===== src/rtl/seven_seg_scanner.sv =====
`default_nettype none
// ============================================================================
//  Module      : seven_seg_scanner
//  Description : Time-multiplexed scan controller for a DIGITS-wide
//                common-anode 7-segment display. Holds a shadow display value,
//                drives one nibble per slot to a downstream hex decoder and
//                one active-low anode per slot, with a dead-time gap at the
//                start of each slot. New values arrive by valid/ready and are
//                applied only at frame boundaries.
//  Options     : define SEVEN_SEG_LZB_EN for leading-zero blanking.
//  Revision    : 1.0 - initial release
// ============================================================================
module seven_seg_scanner #(
    parameter int DIGITS   = 4,
    parameter int PRESCALE = 50000,
    parameter int DEAD     = 16
) (
    input  logic                  clk,
    input  logic                  reset_n,
    input  logic                  enable,
    input  logic                  load_valid,
    output logic                  load_ready,
    input  logic [4*DIGITS-1:0]   load_value,
    output logic [3:0]            digit_o,
    output logic [DIGITS-1:0]     anode_n,
    output logic                  frame_tick
);

    localparam int c_SLOT_W = $clog2(PRESCALE);
    localparam int c_IDX_W  = $clog2(DIGITS);

    localparam logic [c_SLOT_W-1:0] c_SLOT_LAST = c_SLOT_W'(PRESCALE - 1);
    localparam logic [c_SLOT_W-1:0] c_DEAD      = c_SLOT_W'(DEAD);
    localparam logic [c_IDX_W-1:0]  c_IDX_LAST  = c_IDX_W'(DIGITS - 1);

    // Scan state encoding: BLANK during dead time, SHOW for the rest of a slot
    localparam logic [0:0] c_BLANK = 1'b0;
    localparam logic [0:0] c_SHOW  = 1'b1;

    logic [c_SLOT_W-1:0]  r_slot;
    logic [c_IDX_W-1:0]   r_idx;
    logic [4*DIGITS-1:0]  r_shadow;
    logic [4*DIGITS-1:0]  r_pend_val;
    logic                 r_pending;

    logic                 w_wrap;
    logic                 w_boundary;
    logic                 w_accept;
    logic                 w_xfer;
    logic [c_SLOT_W-1:0]  w_slot_nxt;
    logic [c_IDX_W-1:0]   w_idx_nxt;
    logic [4*DIGITS-1:0]  w_shadow_nxt;
    logic                 w_pending_nxt;
    logic [0:0]           w_state_nxt;
    logic [DIGITS-1:0]    w_lit;
    logic [3:0]           w_digit_nxt;
    logic [DIGITS-1:0]    w_anode_nxt;

    // Slot/digit sequencing, handshake and shadow transfer decisions
    always_comb begin
        w_wrap     = (r_slot == c_SLOT_LAST);
        w_boundary = enable && w_wrap && (r_idx == c_IDX_LAST);
        w_accept   = load_valid && load_ready;
        // Pending is sampled as it stood at the start of the cycle, so a value
        // accepted in the boundary cycle waits for the following frame.
        w_xfer     = (!enable || w_boundary) && r_pending;

        w_slot_nxt = '0;
        w_idx_nxt  = '0;
        if (enable) begin
            if (w_wrap) begin
                w_slot_nxt = '0;
                w_idx_nxt  = (r_idx == c_IDX_LAST) ? '0 : r_idx + 1'b1;
            end else begin
                w_slot_nxt = r_slot + 1'b1;
                w_idx_nxt  = r_idx;
            end
        end

        w_shadow_nxt  = w_xfer ? r_pend_val : r_shadow;
        w_pending_nxt = w_accept ? 1'b1 : (w_xfer ? 1'b0 : r_pending);
        w_state_nxt   = (enable && (w_slot_nxt >= c_DEAD)) ? c_SHOW : c_BLANK;
    end

    // Which digits may light: leading zeros above digit 0 are suppressed
    // when blanking is built in
`ifdef SEVEN_SEG_LZB_EN
    always_comb begin
        w_lit = '0;
        for (int k = DIGITS - 1; k >= 0; k--) begin
            if (k == 0) begin
                w_lit[k] = 1'b1;
            end else if (k == DIGITS - 1) begin
                w_lit[k] = (w_shadow_nxt[4*k +: 4] != 4'h0);
            end else begin
                w_lit[k] = (w_shadow_nxt[4*k +: 4] != 4'h0) || w_lit[k+1];
            end
        end
    end
`else
    always_comb begin
        w_lit = '1;
    end
`endif

    // Output decode from the next-cycle scan position so outputs can be registered
    always_comb begin
        w_digit_nxt = 4'h0;
        w_anode_nxt = '1;
        for (int k = 0; k < DIGITS; k++) begin
            if (w_idx_nxt == c_IDX_W'(k)) begin
                w_digit_nxt = w_shadow_nxt[4*k +: 4];
                if ((w_state_nxt == c_SHOW) && w_lit[k]) begin
                    w_anode_nxt[k] = 1'b0;
                end
            end
        end
    end

    // State and registered outputs
    always_ff @(posedge clk) begin
        if (!reset_n) begin
            r_slot     <= '0;
            r_idx      <= '0;
            r_shadow   <= '0;
            r_pend_val <= '0;
            r_pending  <= 1'b0;
            anode_n    <= '1;
            digit_o    <= 4'h0;
            frame_tick <= 1'b0;
            load_ready <= 1'b0;
        end else begin
            r_slot     <= w_slot_nxt;
            r_idx      <= w_idx_nxt;
            r_shadow   <= w_shadow_nxt;
            r_pending  <= w_pending_nxt;
            if (w_accept) begin
                r_pend_val <= load_value;
            end
            anode_n    <= w_anode_nxt;
            digit_o    <= w_digit_nxt;
            frame_tick <= w_boundary;
            load_ready <= !w_pending_nxt;
        end
    end

endmodule
`default_nettype wire


===== config.mk =====
export PLATFORM = sky130hd
export DESIGN_NAME = seven_seg_scanner
export DESIGN_NICKNAME = d
export VERILOG_FILES = /design/src/rtl/seven_seg_scanner.sv
export SDC_FILE = /design/constraint.sdc
export NUM_CORES = 1
export LEC_CHECK = 0
export ABC_AREA = 1
export BUFFER_PORTS_ARGS = -buffer_cell sky130_fd_sc_hd__buf_4
export CAP_MARGIN = 10
export CORE_ASPECT_RATIO = 1.5
export CORE_MARGIN = 3
export CORE_UTILIZATION = 35
export CTS_CLUSTER_SIZE = 8
export DETAILED_ROUTE_END_ITERATION = 7
export GPL_TIMING_DRIVEN = 0
export HOLD_SLACK_MARGIN = 0.03
export PLACE_DENSITY = 0.58
export SYNTH_ARGS = -nofsm -noshare
export SYNTH_HDL_FRONTEND = slang
export SYNTH_SLANG_ARGS = --single-unit

===== constraint.sdc =====
create_clock -name clk -period 4.6 [get_ports clk]
set_input_delay 0.46 -clock clk [delete_from_list [all_inputs] [get_ports clk]]
set_output_delay 0.46 -clock clk [all_outputs]
set_load 0.02 [all_outputs]

==> flow_summary.json <==
{
  "tightest_slew_ps": 564,
  "cp.arrival_ps": 2230,
  "hold_violations": 0,
  "swShare_pct": 21.2,
  "cts_buffers": 9,
  "synth_cells": 404,
  "crit_family": "simple AND/OR/NAND/NOR gates",
  "hold_class": "in2reg",
  "r2r-end": "anode_n[3]$_SDFF_PN1_",
  "maxSlewHeadroom_pct": 62.4,
  "dr_wl_met3_um": 174,
  "combPwrFrac_pct": 5.4,
  "p_leak_uw": 0.00158,
  "cts_tree": "done",
  "drive_gt1_share_pct": 21.2,
  "grt_max_degree": 13,
  "fp.dieW_um": 79.9,
  "std_cell_rows": 39,
  "fp.coreArea_sq_mm": 0.00781,
  "dp_slack_ps": 2610,
  "fin_worst_skew_ps": 6.06,
  "cp_slowest_stage_delay_ps": 360,
  "status": "complete, no violations",
  "io_buffers": 29,
  "nets": 466,
  "cp-end-kind": "flop",
  "syn_area_sq_mm": 0.00287,
  "place.gp.congestion": 0.873,
  "start_util_pct": 36.8,
  "synth_top_flop_cell": "dfxtp_1",
  "yosys.area.top_type_share_pct": 42.5,
  "clkPwrFrac_pct": 55.2,
  "ys_types": 31,
  "setup_viol": 0,
  "r2r_setup_slack_ps": 2640,
  "p_int_uw": 1110,
  "path_buf_inv": 1,
  "routed_wl_um": 6530,
  "reg2reg_depth": 11,
  "hp-start": "load_value[10]",
  "avgViaCountPerCell": 4.63,
  "slew_viol_final": 0,
  "postCtsHoldBufs": 0,
  "async_flop_share_pct": 0,
  "slowest_stage": "dfxtp_1",
  "final_common_cell": "nand2_1",
  "synth_seq_cells": 61,
  "worstPathCellList": "ha_1, nand3_2, nor2_4, nand2_2, nand2_4, inv_2, nand3_1, nand2_1, nor2_1, nand3_2, nand2_1",
  "hold_path_end": "r_pend_val[10]$_SDFFE_PN0P_",
  "clk_path_buf_depth": 2,
  "vias": 2551,
  "drc": 0,
  "fp.dieH_um": 117,
  "postCtsSetupBuffers": 0,
  "cts.sinks": 61,
  "wl_per_cell_um": 11.8,
  "dr.pass1.iters": 4,
  "p_sw_uw": 297,
  "dpl.hpwl_um": 5070,
  "grt_pass1_vias": 2488,
  "avgSynthCellArea_sq_um": 7.10,
  "r2r_start": "r_slot[0]$_SDFF_PN0_",
  "drt-initial-drc-count": 51,
  "diodes": 0,
  "grt_pass1_wl_um": 11200,
  "min_period_ps": 1960,
  "ys.warnings.count": 0,
  "synth_edf_count": 0,
  "synth_nets": 426,
  "rsz0062_at_grt": "no",
  "areaGrowthSynthToFinish_pct": 24.2,
  "power_frac_seq_pct": 39.3,
  "cp.required_ps": 4870,
  "power_density_mw_per_mm2": 394,
  "cts_resized": 0,
  "fin_crit_sh_pct": 42.6,
  "setup_slack_ps": 2640,
  "synth_top_cell_by_area": "dfxtp_1",
  "clk_latency_ps": 320,
  "layout_common_cells": "nand2_1 (89), nor2_1 (85), dfxtp_1 (61)",
  "routed.top_layer": "met4",
  "num_io_pins": 30,
  "clk_pin_slew_ps": 50,
  "worst_setup_path_start_kind": "flop",
  "path_max_fanout": 6,
  "postRouteAntennaNets": 0,
  "finalSetupTns_ps": 0,
  "dieArea_sq_mm": 0.00935,
  "grt_remaining_overflow": 0,
  "maxCapViolCount": 0,
  "final_util_pct": 45.7,
  "critical_path_class": "reg2reg",
  "synthTopCellsByArea": "dfxtp_1 (43%), nand2_1 (12%), nor2_1 (11%)",
  "htree_levels": 3,
  "grtUsageTotal_pct": 15.6,
  "met2_length_um": 3470,
  "cts-root-buf": "clkbuf_16",
  "fillers": 820,
  "irDropWorstVdd_mv": 0.244,
  "antenna_found_initial": 0,
  "fmax_mhz": 510,
  "wl_met1_um": 2670,
  "yosysSeqAreaShare_pct": 42.5,
  "holdPathStages": 3
}
## worst reg2reg max path, delay by kind of cell (launching register included)
family | cells | cell delay [ps]
AND/OR/NAND/NOR | 9 | 1270
flip-flops | 1 | 360
adder cells (fa/ha/maj) | 1 | 220
buffers and inverters | 1 | 70
## cell families (layout without fill, tap and decap cells)
| logic type | after synthesis | in the layout | share of synthesized area [%] |
|---|---|---|---|
| DFF | 61 | 61 | 42.5 |
| AOI/OAI and AO/OA | 40 | 40 | 7.85 |
| adders and majority gates | 2 | 2 | 0.872 |
| buffers and inverters | 49 | 94 | 7.24 |
| and+or+nand+nor | 251 | 251 | 41.2 |
| xor gates and xnor gates | 1 | 1 | 0.305 |
## flip-flops by register name, indices dropped and copies added (netlist names)
register    cells
r_slot         16
load_ready      1
digit_o         4
r_shadow       16
r_pend_val     16
r_idx           2
r_pending       1
anode_n         4
frame_tick      1
## stage by stage
step	power, uW	hold slack [ps]	cells	instance area (sq um)
4_1_cts	1420	375	551	3560
6_report	1400	383	551	3560
3_5_place_dp	642	451	535	3220
5_1_grt	1460	387	551	3560
2_1_floorplan	611	428	404	2870
3_3_place_gp	640	439	535	3220
## layer usage
| metal | vias to the layer above | track usage (%) |
|---|---|---|
| met5 | - | 0 |
| met4 | 0 | 9.81 |
| met3 | 15 | 3.22 |
| met2 | 37 | 27.8 |
| met1 | 1140 | 16.6 |
| li1 | 1359 | - |
## worst max path at each step
stage,startpoint,endpoint,depth (start not counted)
after CTS,r_slot[0]$_SDFF_PN0_,anode_n[3]$_SDFF_PN1_,11
after global routing,r_slot[0]$_SDFF_PN0_,anode_n[3]$_SDFF_PN1_,11
final,r_slot[0]$_SDFF_PN0_,anode_n[3]$_SDFF_PN1_,11
after global placement,r_slot[0]$_SDFF_PN0_,anode_n[3]$_SDFF_PN1_,11
after floorplan,r_slot[0]$_SDFF_PN0_,digit_o[1]$_SDFF_PN0_,13
after detailed placement,r_slot[0]$_SDFF_PN0_,anode_n[3]$_SDFF_PN1_,11
## Yosys cell counts, types with 8 or more instances
cell       n
nand2_2   14
nand2_1   89
dfxtp_1   61
nand3_1   26
nor2_1    85
a21oi_1   12
inv_1     30
o21ai_0   20
clkbuf_1   9
nor2_2     8
## cell type report
| type | instances | area, sq um | area share, % |
|---|---|---|---|
| plain buffers | 13 | 72.6 | 2.04 |
| clock buffers | 9 | 225 | 6.32 |
| clock inverters | 7 | 124 | 3.47 |
| repair buffers | 29 | 218 | 6.11 |
| well taps | 102 | 128 | 3.58 |
| multi-input cells | 294 | 1440 | 40.4 |
| flip-flops and latches | 61 | 1220 | 34.3 |
| inverters | 36 | 135 | 3.79 |
## power groups by stage
stage / clock (uW) / combinational [uW] / sequential, uW
finish: 776 / 76.4 / 552
global placement: 0 / 76.8 / 563
global route: 814 / 88.4 / 554
floorplan: 0 / 48.3 / 563
detailed placement: 0 / 77.9 / 564
CTS: 790 / 78.2 / 552
(Power assumes the default switching activity.)
